**src/rtl/spi_cfg_seq_if.sv**
```systemverilog
// Bundle of SPI-master and command-port signals used by spi_cfg_seq.
// The master modport is the sequencer's view; slave is the surrounding environment.
interface spi_cfg_seq_if #(
  parameter int ADR_W = 16,
  parameter int DAT_W = 16
) ();
  logic             spi_start_o;
  logic [ADR_W-1:0] spi_adr;
  logic [DAT_W-1:0] spi_dat;
  logic             spi_rw;
  logic [7:0]       spi_clk_pre;
  logic             spi_busy;
  logic [DAT_W-1:0] spi_rd_dat;
  logic             cmd_valid;
  logic             cmd_ready;
  logic [ADR_W-1:0] cmd_adr;
  logic [DAT_W-1:0] cmd_dat;
  logic             cmd_rw;
  logic             reinit;
  logic             rd_valid;
  logic [DAT_W-1:0] rd_dat;
  logic             done_o;
  logic             err_o;
  logic [2:0]       state_o;

  modport master (
    output spi_start_o, spi_adr, spi_dat, spi_rw, spi_clk_pre,
           cmd_ready, rd_valid, rd_dat, done_o, err_o, state_o,
    input  spi_busy, spi_rd_dat, cmd_valid, cmd_adr, cmd_dat, cmd_rw, reinit
  );

  modport slave (
    input  spi_start_o, spi_adr, spi_dat, spi_rw, spi_clk_pre,
           cmd_ready, rd_valid, rd_dat, done_o, err_o, state_o,
    output spi_busy, spi_rd_dat, cmd_valid, cmd_adr, cmd_dat, cmd_rw, reinit
  );
endinterface

```
**src/rtl/spi_cfg_seq.sv**
```systemverilog
// SPI configuration sequencer: plays an init table after a power-up delay, then serves run-time commands.
// Define SPI_CFG_TIMEOUT_EN to add the busy-handshake watchdog and the ERR state.
module spi_cfg_seq #(
  parameter int NUM_REGS       = 4,
  parameter int ADR_W          = 16,
  parameter int DAT_W          = 16,
  parameter logic [NUM_REGS*(ADR_W+DAT_W)-1:0] INIT_TABLE = '0,
  parameter int WAIT_CYCLES    = 12500000,
  parameter int TIMEOUT_CYCLES = 4096,
  parameter int CLK_PRE        = 10
) (
  input  logic          aclk,
  input  logic          aresetn,
  spi_cfg_seq_if.master bus
);

  localparam int ENT_W  = ADR_W + DAT_W;
  localparam int WCNT_W = $clog2(WAIT_CYCLES + 1);
  localparam int IDX_W  = (NUM_REGS > 1) ? $clog2(NUM_REGS) : 1;
  localparam logic [IDX_W-1:0] LAST_IDX = IDX_W'(NUM_REGS - 1);

  if (NUM_REGS < 1) begin : g_bad_num_regs
    $error("spi_cfg_seq: NUM_REGS must be at least 1");
  end
  if (TIMEOUT_CYCLES < 1) begin : g_bad_timeout
    $error("spi_cfg_seq: TIMEOUT_CYCLES must be at least 1");
  end

  typedef enum logic [2:0] {
    ST_RESET = 3'd0,
    ST_LOAD  = 3'd1,
    ST_START = 3'd2,
    ST_ACK   = 3'd3,
    ST_XFER  = 3'd4,
    ST_IDLE  = 3'd5,
    ST_ERR   = 3'd6
  } state_t;

  state_t            r_state, w_state_nxt;
  logic [WCNT_W-1:0] r_wait_cnt;
  logic [IDX_W-1:0]  r_idx;
  logic              r_init;
  logic              w_accept, w_fall, w_reinit, w_wd_exp;
  logic [ENT_W-1:0]  w_entry;

  assign w_entry = INIT_TABLE[int'(r_idx)*ENT_W +: ENT_W];

  always_comb begin
    // NOTE: every comb output gets a default first, so no path can leave a latch behind.
    w_state_nxt = r_state;
    w_accept    = 1'b0;
    w_fall      = 1'b0;
    w_reinit    = 1'b0;
    case (r_state)
      ST_RESET: if (r_wait_cnt == WCNT_W'(WAIT_CYCLES) && !bus.spi_busy) w_state_nxt = ST_LOAD;
      ST_LOAD:  w_state_nxt = ST_START;
      ST_START: w_state_nxt = ST_ACK;
      ST_ACK: begin
        if (bus.spi_busy)  w_state_nxt = ST_XFER;
        else if (w_wd_exp) w_state_nxt = ST_ERR;
      end
      ST_XFER: begin
        if (!bus.spi_busy) begin
          w_fall      = 1'b1;
          w_state_nxt = (r_init && r_idx != LAST_IDX) ? ST_LOAD : ST_IDLE;
        end else if (w_wd_exp) begin
          w_state_nxt = ST_ERR;
        end
      end
      ST_IDLE: begin
        // reinit outranks a command presented in the same cycle
        if (bus.reinit) begin
          w_reinit    = 1'b1;
          w_state_nxt = ST_LOAD;
        end else if (bus.cmd_valid) begin
          w_accept    = 1'b1;
          w_state_nxt = ST_START;
        end
      end
      ST_ERR: begin
        if (bus.reinit) begin
          w_reinit    = 1'b1;
          w_state_nxt = ST_LOAD;
        end
      end
      default: w_state_nxt = ST_RESET;
    endcase
  end

  always_ff @(posedge aclk) begin
    // NOTE: sequential state is updated with non-blocking assignments only.
    if (!aresetn) begin
      r_state      <= ST_RESET;
      r_wait_cnt   <= '0;
      r_idx        <= '0;
      r_init       <= 1'b0;
      bus.spi_adr  <= '0;
      bus.spi_dat  <= '0;
      bus.spi_rw   <= 1'b0;
      bus.rd_valid <= 1'b0;
      bus.rd_dat   <= '0;
      bus.done_o   <= 1'b0;
    end else begin
      r_state      <= w_state_nxt;
      bus.rd_valid <= 1'b0;
      if (r_state == ST_RESET && r_wait_cnt != WCNT_W'(WAIT_CYCLES))
        r_wait_cnt <= r_wait_cnt + WCNT_W'(1);
      if (r_state == ST_RESET && w_state_nxt == ST_LOAD) begin
        r_idx  <= '0;
        r_init <= 1'b1;
      end
      if (w_reinit) begin
        r_idx      <= '0;
        r_init     <= 1'b1;
        bus.done_o <= 1'b0;
      end
      if (r_state == ST_LOAD) begin
        bus.spi_adr <= w_entry[ENT_W-1 -: ADR_W];
        bus.spi_dat <= w_entry[DAT_W-1:0];
        bus.spi_rw  <= 1'b0;
      end
      if (w_accept) begin
        bus.spi_adr <= bus.cmd_adr;
        bus.spi_dat <= bus.cmd_dat;
        bus.spi_rw  <= bus.cmd_rw;
        r_init      <= 1'b0;
      end
      if (w_fall) begin
        if (bus.spi_rw) begin
          bus.rd_dat   <= bus.spi_rd_dat;
          bus.rd_valid <= 1'b1;
        end
        if (r_init) begin
          if (r_idx == LAST_IDX) begin
            bus.done_o <= 1'b1;
            r_init     <= 1'b0;
          end else begin
            r_idx <= r_idx + IDX_W'(1);
          end
        end
      end
    end
  end

`ifdef SPI_CFG_TIMEOUT_EN
  localparam int TO_W = $clog2(TIMEOUT_CYCLES + 1);
  logic [TO_W-1:0] r_wd;
  logic            r_err;

  // Watchdog is cleared in START so it reads 0 on ACK's first cycle
  always_ff @(posedge aclk) begin
    if (!aresetn) begin
      r_wd  <= '0;
      r_err <= 1'b0;
    end else begin
      if (r_state == ST_START)
        r_wd <= '0;
      else if ((r_state == ST_ACK || r_state == ST_XFER) && !w_wd_exp)
        r_wd <= r_wd + TO_W'(1);
      if (w_reinit)
        r_err <= 1'b0;
      else if (w_state_nxt == ST_ERR)
        r_err <= 1'b1;
    end
  end

  assign w_wd_exp   = (r_wd == TO_W'(TIMEOUT_CYCLES - 1));
  assign bus.err_o  = r_err;
`else
  assign w_wd_exp   = 1'b0;
  assign bus.err_o  = 1'b0;
`endif

  // Gated with aresetn so a reset aborts the strobe in the cycle it is asserted
  assign bus.spi_start_o = aresetn && (r_state == ST_START);
  assign bus.cmd_ready   = aresetn && (r_state == ST_IDLE);
  assign bus.spi_clk_pre = 8'(CLK_PRE);
  assign bus.state_o     = r_state;

endmodule

```
**src/flat_wrapper.sv**
```systemverilog
// flat-port wrapper written by rule: the top's interface ports become plain ports
module spi_cfg_seq_flat 
#(
  parameter int NUM_REGS       = 4,
  parameter int ADR_W          = 16,
  parameter int DAT_W          = 16,
  parameter logic [NUM_REGS*(ADR_W+DAT_W)-1:0] INIT_TABLE = '0,
  parameter int WAIT_CYCLES    = 12500000,
  parameter int TIMEOUT_CYCLES = 4096,
  parameter int CLK_PRE        = 10
)
  (aclk, aresetn, bus_spi_start_o, bus_spi_adr, bus_spi_dat, bus_spi_rw, bus_spi_clk_pre, bus_cmd_ready, bus_rd_valid, bus_rd_dat, bus_done_o, bus_err_o, bus_state_o, bus_spi_busy, bus_spi_rd_dat, bus_cmd_valid, bus_cmd_adr, bus_cmd_dat, bus_cmd_rw, bus_reinit);
  spi_cfg_seq_if #(.ADR_W(ADR_W), .DAT_W(DAT_W)) bus_i ();
  input  logic aclk;
  input  logic aresetn;
  output wire logic [$bits(bus_i.spi_start_o)-1:0] bus_spi_start_o;
  output wire logic [$bits(bus_i.spi_adr)-1:0] bus_spi_adr;
  output wire logic [$bits(bus_i.spi_dat)-1:0] bus_spi_dat;
  output wire logic [$bits(bus_i.spi_rw)-1:0] bus_spi_rw;
  output wire logic [$bits(bus_i.spi_clk_pre)-1:0] bus_spi_clk_pre;
  output wire logic [$bits(bus_i.cmd_ready)-1:0] bus_cmd_ready;
  output wire logic [$bits(bus_i.rd_valid)-1:0] bus_rd_valid;
  output wire logic [$bits(bus_i.rd_dat)-1:0] bus_rd_dat;
  output wire logic [$bits(bus_i.done_o)-1:0] bus_done_o;
  output wire logic [$bits(bus_i.err_o)-1:0] bus_err_o;
  output wire logic [$bits(bus_i.state_o)-1:0] bus_state_o;
  input wire logic [$bits(bus_i.spi_busy)-1:0] bus_spi_busy;
  input wire logic [$bits(bus_i.spi_rd_dat)-1:0] bus_spi_rd_dat;
  input wire logic [$bits(bus_i.cmd_valid)-1:0] bus_cmd_valid;
  input wire logic [$bits(bus_i.cmd_adr)-1:0] bus_cmd_adr;
  input wire logic [$bits(bus_i.cmd_dat)-1:0] bus_cmd_dat;
  input wire logic [$bits(bus_i.cmd_rw)-1:0] bus_cmd_rw;
  input wire logic [$bits(bus_i.reinit)-1:0] bus_reinit;
  assign bus_spi_start_o = bus_i.spi_start_o;
  assign bus_spi_adr = bus_i.spi_adr;
  assign bus_spi_dat = bus_i.spi_dat;
  assign bus_spi_rw = bus_i.spi_rw;
  assign bus_spi_clk_pre = bus_i.spi_clk_pre;
  assign bus_cmd_ready = bus_i.cmd_ready;
  assign bus_rd_valid = bus_i.rd_valid;
  assign bus_rd_dat = bus_i.rd_dat;
  assign bus_done_o = bus_i.done_o;
  assign bus_err_o = bus_i.err_o;
  assign bus_state_o = bus_i.state_o;
  assign bus_i.spi_busy = bus_spi_busy;
  assign bus_i.spi_rd_dat = bus_spi_rd_dat;
  assign bus_i.cmd_valid = bus_cmd_valid;
  assign bus_i.cmd_adr = bus_cmd_adr;
  assign bus_i.cmd_dat = bus_cmd_dat;
  assign bus_i.cmd_rw = bus_cmd_rw;
  assign bus_i.reinit = bus_reinit;
  spi_cfg_seq #(.NUM_REGS(NUM_REGS), .ADR_W(ADR_W), .DAT_W(DAT_W), .INIT_TABLE(INIT_TABLE), .WAIT_CYCLES(WAIT_CYCLES), .TIMEOUT_CYCLES(TIMEOUT_CYCLES), .CLK_PRE(CLK_PRE)) u_core (.aclk(aclk), .aresetn(aresetn), .bus(bus_i));
endmodule
```
**config.mk**
```make
export PLATFORM = sky130hd
export DESIGN_NAME = spi_cfg_seq_flat
export DESIGN_NICKNAME = d
export VERILOG_FILES = /design/src/rtl/spi_cfg_seq_if.sv /design/src/rtl/spi_cfg_seq.sv /design/src/flat_wrapper.sv
export SDC_FILE = /design/constraint.sdc
export NUM_CORES = 1
export LEC_CHECK = 0
export BUFFER_PORTS_ARGS = -buffer_cell sky130_fd_sc_hd__buf_4
export CAP_MARGIN = 10
export CELL_PAD_IN_SITES_DETAIL_PLACEMENT = 0
export CELL_PAD_IN_SITES_GLOBAL_PLACEMENT = 1
export CORE_MARGIN = 4
export CORE_UTILIZATION = 33
export DETAILED_ROUTE_END_ITERATION = 10
export PLACE_DENSITY = 0.76
export SETUP_SLACK_MARGIN = 0.02
export SYNTH_ARGS = -nofsm -noshare
export SYNTH_HDL_FRONTEND = slang
export SYNTH_SLANG_ARGS = --single-unit
```
**constraint.sdc**
```tcl
create_clock -name aclk -period 1.6 [get_ports aclk]
set_input_delay 0.08 -clock aclk [delete_from_list [all_inputs] [get_ports aclk]]
set_output_delay 0.08 -clock aclk [all_outputs]
set_load 0.005 [all_outputs]
```
# Word level (Yosys, flattened, before mapping)
# Index checks and enable logic that the tools add are counted.
# Widths: inputs -> output; s select.
word_totals:
  ram_bits: 0
  latch_bits: 0
  reg_bits: 81
  out_inout_bits: 65
  in_bits: 54
  mem_count: 0
  mem_bits_ro: 0
  word_cells: 73
op_classes:
  eq_ne: 11
  addsub: 2
  div: 0
  magnitude_cmp: 0
  n_bitwise: 0
  n_reduce_logical: 12
  shifts: 1
  n_mux: 37
  n_mul: 0
ops:
  columns: ["op", "n"]
  rows:
  - ["$shiftx 128x8->32 const A", 1]
  - ["$mux 16", 4]
  - ["$add 24x1->24 const B", 1]
  - ["$eq 24x24->1 const B", 1]
  - ["$ne 24x24->1 const B", 1]
  - ["$mux 3", 7]
  - ["$pmux 3 s7", 1]
  - ["$mux 1", 20]
  - ["$mux 2", 5]
  - ["$eq 3x3->1 const B", 3]
  - ["$eq 3x1->1 const B", 2]
  - ["$eq 3x2->1 const B", 2]
  - ["$logic_and 1x1->1", 6]
  - ["$reduce_and 2->1", 2]
  - ["$logic_not 3->1", 1]
  - ["$add 2x1->2 const B", 1]
  - ["$eq 2x2->1 const B", 1]
  - ["$ne 2x2->1 const B", 1]
  - ["$reduce_bool 2->1", 1]
  - ["$reduce_or 2->1", 1]
  - ["$logic_not 1->1", 1]

# Logic depth before layout (Yosys ltp)
# Gate-level depths: netlist of the first run.
depth:
  ltp_word: 13
  depth_mapped: 7
  depth_no_buf: 7

# Worst setup path after synthesis of the first run
# OpenSTA, ideal clock, no wires.
synth_timing:
  kind: "register -> register"
  startpoint: "register u_core.r_state[0], in the netlist u_core.bus.state_o[0]"
  endpoint: "register u_core.r_wait_cnt[23]"
  required_time_ns: 1.485
  n_path_buf: 1
  setup_slack_ns: -0.126
  synth_period_minus_slack_ns: 1.726
  arrival_ns: 1.611
  setup_time_ns: 0.115
  path_stages_with_launch: 7
  cell_sequence: "dfxtp_1 > buf_6 > or3_4 > nor3_4 > nand4_1 > xnor2_1 > and2_1"
synth_between:
  elab_chain_len: 2
synth_rtl:
  columns: ["item", "line_no", "text"]
  rows:
  - ["start: declaration", "spi_cfg_seq.sv:39", "state_t r_state, w_state_nxt;"]
  - ["start signal: assignment", "spi_cfg_seq.sv:104", "r_state <= w_state_nxt;"]
  - ["$logic_not 3->1", "spi_cfg_seq.sv:106", "if (r_state == ST_RESET && r_wait_cnt != WCNT_W'(WAIT_CYCLES))"]
  - ["$logic_and 1x1->1", "spi_cfg_seq.sv:106", null]
  - ["end signal: assignment", "spi_cfg_seq.sv:107", "r_wait_cnt <= r_wait_cnt + WCNT_W'(1);"]
  - ["end: declaration", "spi_cfg_seq.sv:40", "logic [WCNT_W-1:0] r_wait_cnt;"]
# Every way passes these cells.
# A chain may end at the register's enable or synchronous reset.

# Worst setup path after layout of the first run
# Ends and elaborated chain as after synthesis.

==> results.json, run 1 <==
{
  "drt_iter0_markers": 195,
  "dp_hpwl_mm": 6.31,
  "clockRootBuffer": "sky130_fd_sc_hd__clkbuf_8",
  "timing_worst_setup_path_type": "reg2reg",
  "synth-seq-area-share_pct": 46.1,
  "post_synth.cell_area_avg_sq_um": 9.11,
  "fp.dieH_microns": 111,
  "ranking_of_synthesized_cells_by_instance_count": "sky130_fd_sc_hd__dfxtp_1, sky130_fd_sc_hd__nand2_1, sky130_fd_sc_hd__nor2b_1",
  "antennaDiodeCount": 0,
  "core_area_sq_um": 10400,
  "placed_cell_area_sq_um": 4640,
  "tritoncts": "yes",
  "finalCritPeriodShare_pct": 102,
  "wl_per_cell_microns": 13.6,
  "yosys_warnings": 0,
  "drc": 0,
  "critical_path.max_fanout": 10,
  "syn2layout_area_growth_pct": 54.8,
  "fin_hold_ws_ps": 16.5,
  "power_density_normalized_to_cell_area_nw_per_um2": 705,
  "distinct_cell_type_count_of_the_synthesized_netlist": 46,
  "clkSlewWorstSetupHoldPaths_ps": 90,
  "detail_route.vias_per_cell": 4.64,
  "layout.core_utilization_pct": 52.5,
  "crit_path_start_kind": "flop",
  "crit_arrival_ps": 1870,
  "rsz0062_at_grt": "yes",
  "drt-pass1-iter-count": 4,
  "num_io_pins": 119,
  "synth_area_leaders": "sky130_fd_sc_hd__dfxtp_1, sky130_fd_sc_hd__a22oi_1, sky130_fd_sc_hd__nor2b_1",
  "clock_sink_count": 81,
  "status": "finished, violations left",
  "postSynthCellCount": 386,
  "cts_inserted_buffers": 9,
  "starting_density_of_the_core_pct": 33.9,
  "rows": 37,
  "ys.flop_type": "sky130_fd_sc_hd__dfxtp_1",
  "hold_path.class": "in2reg",
  "design.final.nets": 617,
  "drt.antenna.violating_nets": 0,
  "netlist_area_sq_um": 3510,
  "design.die.area_sq_um": 12400,
  "final-setup-viol-count": 4,
  "synth_top_cell_area_share_pct": 46.1,
  "finished_layout_cell_area_sq_um": 5440,
  "final_hold_viol_count": 0,
  "layout_setup_ws_ps": -25.9,
  "globalRouteTotalUtil_pct": 14.8,
  "maxCapViolCount": 0,
  "finalWeightedCongestion": 0.773,
  "timing.final.crit_period_ps": 1630,
  "n_fill_cell": 927,
  "static-leakage-power_nw": 2.20,
  "synth-edff-count": 0,
  "maxClockFrequency_ghz": 0.615,
  "numPortBuffers": 109,
  "via_count": 3250,
  "antenna_found_initial": 0,
  "clock_latency_on_the_worst_skew_pair_ps": 350,
  "fp.dieW_microns": 111,
  "timing.final.max_slew_violations": 0,
  "violations_in_the_final_reports": "setup timing",
  "synth_top_cell_by_area": "sky130_fd_sc_hd__dfxtp_1",
  "timing.critical_path.to_type": "flop",
  "grt_first_pass_wirelength_mm": 15.4,
  "grt-ovfl-total": 0,
  "ir_drop_mv": 0.328,
  "final_wirelength_mm": 9.53,
  "synthArstFlopShare_pct": 0,
  "synthesized_flop_and_latch_total": 81,
  "grt_start_max_net_pins": 41,
  "share_of_post_route_cells_with_drive_strength_above_1_pct": 34.5,
  "synth_most_common_cell": "sky130_fd_sc_hd__dfxtp_1",
  "first_global_vias": 3218,
  "worstPathRequired_ps": 1840,
  "cts-root-to-sink-buffers": 2,
  "cts_max_level": 3,
  "fin_skew_ps": 7.81
}
## stage by stage
step                      power (W)  setup WS (ps)  TNS, ps  cells
after floorplan             0.00215          -48.5     -237    393
after global placement      0.00226          -48.2    -88.0    638
after detailed placement    0.00226          -32.8    -89.8    638
after CTS                   0.00389          -22.1    -55.2    701
after global routing        0.00399           -122     -980    701
final                       0.00384          -25.9    -50.2    701
## power breakdown
part           switching (W)  leakage [nW]  total (W)  internal, W
Combinational      0.0000939          1.45   0.000284     0.000190
Clock               0.000791        0.0962    0.00152     0.000732
Sequential        0.00000789         0.656    0.00203      0.00202
Total               0.000893          2.20    0.00384      0.00294
## cell type report
type / instances / area, sq um / area share [%]
Clock inverter: 7 / 76.3 / 1.40
Inverter: 5 / 21.3 / 0.391
Multi-Input combinational cell: 275 / 1860 / 34.2
Tap cell: 136 / 170 / 3.13
Clock buffer: 9 / 124 / 2.28
Sequential cell: 81 / 1630 / 30.0
Timing Repair Buffer: 188 / 1560 / 28.6
## state kept, by name (all words and copies together) (netlist names)
| signal | cells |
|---|---|
| u_core.bus.state_o | 3 |
| u_core.r_wait_cnt | 24 |
| u_core.bus.done_o | 1 |
| u_core.bus.spi_rw | 1 |
| u_core.r_idx | 2 |
| u_core.bus.spi_dat | 16 |
| u_core.bus.rd_dat | 16 |
| u_core.bus.rd_valid | 1 |
| u_core.bus.spi_adr | 16 |
| u_core.r_init | 1 |
## what timing repair did
action,in CTS,in global routing
gates resized for setup,12,24
hold buffers,42,0
pin swaps,10,8
buffers inserted,5,0
hold endpoints to repair,42,0
endpoints found under the setup margin,10,57
## critical path: stages (launching register included)
cell and delay, ps:
sky130_fd_sc_hd__dfxtp_2 360, sky130_fd_sc_hd__or3_4 440, sky130_fd_sc_hd__nor3_4 180, sky130_fd_sc_hd__buf_12 150
sky130_fd_sc_hd__nand4_1 110, sky130_fd_sc_hd__xnor2_1 130, sky130_fd_sc_hd__and2_1 150
## layer usage
metal,global-route usage (%),up-vias,wire (microns)
li1,-,1664,-
met1,18.2,1479,4150
met2,25.4,96,4720
met3,3.55,11,520
met4,4.87,0,142
met5,0,-,0
## kinds of logic after synthesis
kind of cell / Yosys count / share of synthesized area, %
buffers and inverters: 37 / 5.48
xor gates and xnor gates: 21 / 5.23
adders and majority gates: 3 / 1.07
DFF: 81 / 46.1
and+or+nand+nor: 170 / 27.0
other: 2 / 0.214
AOI/OAI and AO/OA: 72 / 14.8
## path summary, 6_finish.rpt
check | start | endpoint | slack (ps) | cells after the start
setup / recovery | u_core.bus.state_o[0] | u_core.r_wait_cnt[23] | -30 | 6
hold / removal | bus_cmd_dat[13] | u_core.bus.spi_dat[13] | 20 | 3
setup reg to reg | u_core.bus.state_o[0] | u_core.r_wait_cnt[23] | -30 | 6
hold reg to reg | u_core.bus.rd_dat[7] | u_core.bus.rd_dat[7] | 470 | 2
## cells in the final DEF, fill, tap and decap left out, types with 3 or more instances in the layout
| cell | netlist | final |
|---|---|---|
| sky130_fd_sc_hd__xnor2_1 | 15 | 15 |
| sky130_fd_sc_hd__nand2b_1 | 4 | 4 |
| sky130_fd_sc_hd__a21boi_0 | 18 | 18 |
| sky130_fd_sc_hd__nor2_1 | 9 | 8 |
| sky130_fd_sc_hd__nand3_1 | 14 | 12 |
| sky130_fd_sc_hd__a22oi_1 | 33 | 33 |
| sky130_fd_sc_hd__o21ai_0 | 7 | 6 |
| sky130_fd_sc_hd__and3_1 | 8 | 5 |
| sky130_fd_sc_hd__dfxtp_2 | 0 | 5 |
| sky130_fd_sc_hd__clkbuf_8 | 0 | 9 |
| sky130_fd_sc_hd__buf_4 | 9 | 142 |
| sky130_fd_sc_hd__inv_1 | 5 | 3 |
| sky130_fd_sc_hd__and2_1 | 20 | 20 |
| sky130_fd_sc_hd__nor2b_1 | 37 | 37 |
| sky130_fd_sc_hd__dfxtp_1 | 81 | 75 |
| sky130_fd_sc_hd__buf_12 | 0 | 3 |
| sky130_fd_sc_hd__dlygate4sd3_1 | 0 | 42 |
| sky130_fd_sc_hd__conb_1 | 2 | 9 |
| sky130_fd_sc_hd__xor2_1 | 6 | 6 |
| sky130_fd_sc_hd__nor4_2 | 0 | 4 |
| sky130_fd_sc_hd__nand2_1 | 48 | 48 |
| sky130_fd_sc_hd__nand4_1 | 7 | 7 |
(Power assumes the default switching activity.)
==> run 2: changes to the inputs <==
- CORE_UTILIZATION: 33 -> 28
- PLACE_DENSITY: 0.76 -> 0.67
==> run 2 against run 1 <==
Net effect:
- the flow now finishes without violations
- worst setup slack improved by 35 ps
- wire length fell by 1.3%
- clock-buffer cell count rose by 3
- clock power rose by 39%
- register-to-register slack improved by 30 ps
- fmax rose by 2.2%
- global-route usage fell by 1.8 points
- die area rose by 17%
- highest routed layer unchanged
==> results.json, run 2 (synthesis results as in run 1) <==
{
  "layout.core_utilization_pct": 43.5,
  "grt_first_pass_wirelength_mm": 15.1,
  "first_global_vias": 3096,
  "sequential_cell_area_sq_um": 1630,
  "status": "completed",
  "ir_drop_mv": 0.361,
  "design.die.area_sq_um": 14400,
  "static-leakage-power_nw": 2.13,
  "numPortBuffers": 109,
  "final-setup-viol-count": 0,
  "finished_layout_cell_area_sq_um": 5290,
  "netSwitchingFraction_pct": 20.9,
  "wl_per_cell_microns": 13.4,
  "core_area_sq_um": 12200,
  "power_density_normalized_to_cell_area_nw_per_um2": 828,
  "design.final.nets": 586,
  "antenna_found_initial": 0,
  "report.power.total_w": 0.00438,
  "timing.final.crit_period_ps": 1590,
  "via_count": 3133,
  "finalWeightedCongestion": 0.766,
  "crit_arrival_ps": 1810,
  "syn2layout_area_growth_pct": 50.5,
  "worstPathRequired_ps": 1810,
  "finalCritPeriodShare_pct": 99.4,
  "cts_inserted_buffers": 9,
  "hold_path.class": "in2reg",
  "clock_latency_on_the_worst_skew_pair_ps": 340,
  "clkSlewWorstSetupHoldPaths_ps": 60,
  "tritoncts": "yes",
  "n_fill_cell": 1226,
  "dp_hpwl_mm": 6.49,
  "clkPwrFrac_pct": 48.5,
  "grt-ovfl-total": 0,
  "mostFrequentLayoutCells": "sky130_fd_sc_hd__buf_4, sky130_fd_sc_hd__dfxtp_1, sky130_fd_sc_hd__nand2_1",
  "grt_start_max_net_pins": 47,
  "r2r_start": "u_core.r_wait_cnt[0]",
  "reg2reg_setup_slack_ps": 9,
  "timing_worst_setup_path_type": "reg2reg",
  "fin_skew_ps": 7.12,
  "largest-register": "u_core.r_wait_cnt",
  "maxClockFrequency_ghz": 0.629,
  "placed_cell_area_sq_um": 4690,
  "largest_register_ffs": 24,
  "worst-r2r-cell-count": 7,
  "drc": 0,
  "crit_end": "u_core.r_idx[1]",
  "multi_input_comb_area_sq_um": 1840,
  "final_hold_viol_count": 0,
  "clock_sink_count": 81,
  "timing.final.max_slew_violations": 0,
  "antennaDiodeCount": 0,
  "final_wirelength_mm": 9.41,
  "fp.dieH_microns": 120,
  "setup.worst_path.start": "u_core.r_wait_cnt[0]",
  "seqPwrFrac_pct": 46.4,
  "rsz0062_at_grt": "yes",
  "critical_path.max_fanout": 4,
  "num_io_pins": 119,
  "crit_path_start_kind": "flop",
  "share_of_post_route_cells_with_drive_strength_above_1_pct": 35.6,
  "clockRootBuffer": "sky130_fd_sc_hd__clkbuf_16",
  "layout_commonest_cell": "sky130_fd_sc_hd__buf_4",
  "net_switching_power_w": 0.000916,
  "critical_path.reg2reg.endpoint": "u_core.r_idx[1]",
  "globalRouteTotalUtil_pct": 13.0,
  "cts-root-to-sink-buffers": 2,
  "detail_route.vias_per_cell": 4.46,
  "drt_iter0_markers": 159,
  "fp.dieW_microns": 120,
  "share_comb_of_total_power_pct": 5.1,
  "drt.antenna.violating_nets": 0,
  "cts_max_level": 3,
  "cell_internal_pwr_w": 0.00347,
  "rows": 40,
  "timing.critical_path.to_type": "flop",
  "maxCapViolCount": 0,
  "drt-pass1-iter-count": 5,
  "starting_density_of_the_core_pct": 28.9
}
-- run 2: changes by cell type in the layout (fill, tap and decap cells not counted), sizes merged --
cell,previous run,this run
buf,146,142
clkbuf,9,12
dlygate4sd3,42,15
inv,7,5
clkinvlp,2,1
-- run 2: layout make-up --
| class | instances | share of cell area (%) |
|---|---|---|
| Tap cell | 168 | 3.97 |
| Sequential cell | 81 | 30.8 |
| Clock inverter | 4 | 0.970 |
| Clock buffer | 12 | 4.85 |
| Inverter | 5 | 0.355 |
| Timing Repair Buffer | 157 | 24.2 |
| Multi-Input combinational cell | 275 | 34.9 |
-- run 2: critical path: stages, from the launching register on --
cell	delay (ps)
sky130_fd_sc_hd__dfxtp_2	340
sky130_fd_sc_hd__inv_2	70
sky130_fd_sc_hd__ha_4	120
sky130_fd_sc_hd__and4b_1	180
sky130_fd_sc_hd__nand4_1	190
sky130_fd_sc_hd__o41ai_2	360
sky130_fd_sc_hd__buf_4	160
sky130_fd_sc_hd__o31ai_1	60
-- run 2: what timing repair did --
action | in CTS | in global routing
endpoints found under the setup margin | 7 | 62
resized for setup | 12 | 18
setup buffers | 2 | 1
hold buffers | 15 | 0
endpoints found under the hold margin | 15 | 0
pin swaps | 6 | 6
-- run 2: metal layers --
layer  vias up  global-route usage, %  wire length, microns
met5         -                      0                     0
met1      1447                   16.6                  4220
met3        11                   3.20                   445
met4         0                   4.94                   156
li1       1607                      -                     -
met2        68                   21.3                  4590
-- run 2: worst min-delay path by stage --
stage	startpoint	end	slack (ps)	depth (start not counted)
6_report	bus_spi_rd_dat[1]	u_core.bus.rd_dat[1]	10	3
5_1_grt	bus_spi_rd_dat[5]	u_core.bus.rd_dat[5]	5	3
4_1_cts	bus_spi_rd_dat[1]	u_core.bus.rd_dat[1]	1	3
3_5_place_dp	bus_spi_rd_dat[8]	u_core.bus.rd_dat[8]	350	3
3_3_place_gp	bus_spi_rd_dat[8]	u_core.bus.rd_dat[8]	350	3
2_1_floorplan	bus_spi_rd_dat[10]	u_core.bus.rd_dat[10]	220	2
-- run 2: per-stage QoR --
stage	setup TNS, ps	hold slack [ps]	setup WS [ps]	cells
finish	0	10.1	8.93	702
CTS	0	1.04	8.58	701
detailed placement	-45.7	353	-45.5	668
floorplan	-237	225	-48.5	393
global placement	-91.0	345	-55.8	668
global route	-443	5.38	-88.3	702
-- run 2: power by group through the flow --
stage          registers (W)  clock network, W   logic, W
2_1_floorplan        0.00207                 0  0.0000758
5_1_grt              0.00203           0.00228   0.000246
3_3_place_gp         0.00207                 0   0.000183
4_1_cts              0.00203           0.00220   0.000225
6_report             0.00203           0.00212   0.000226
3_5_place_dp         0.00207                 0   0.000185
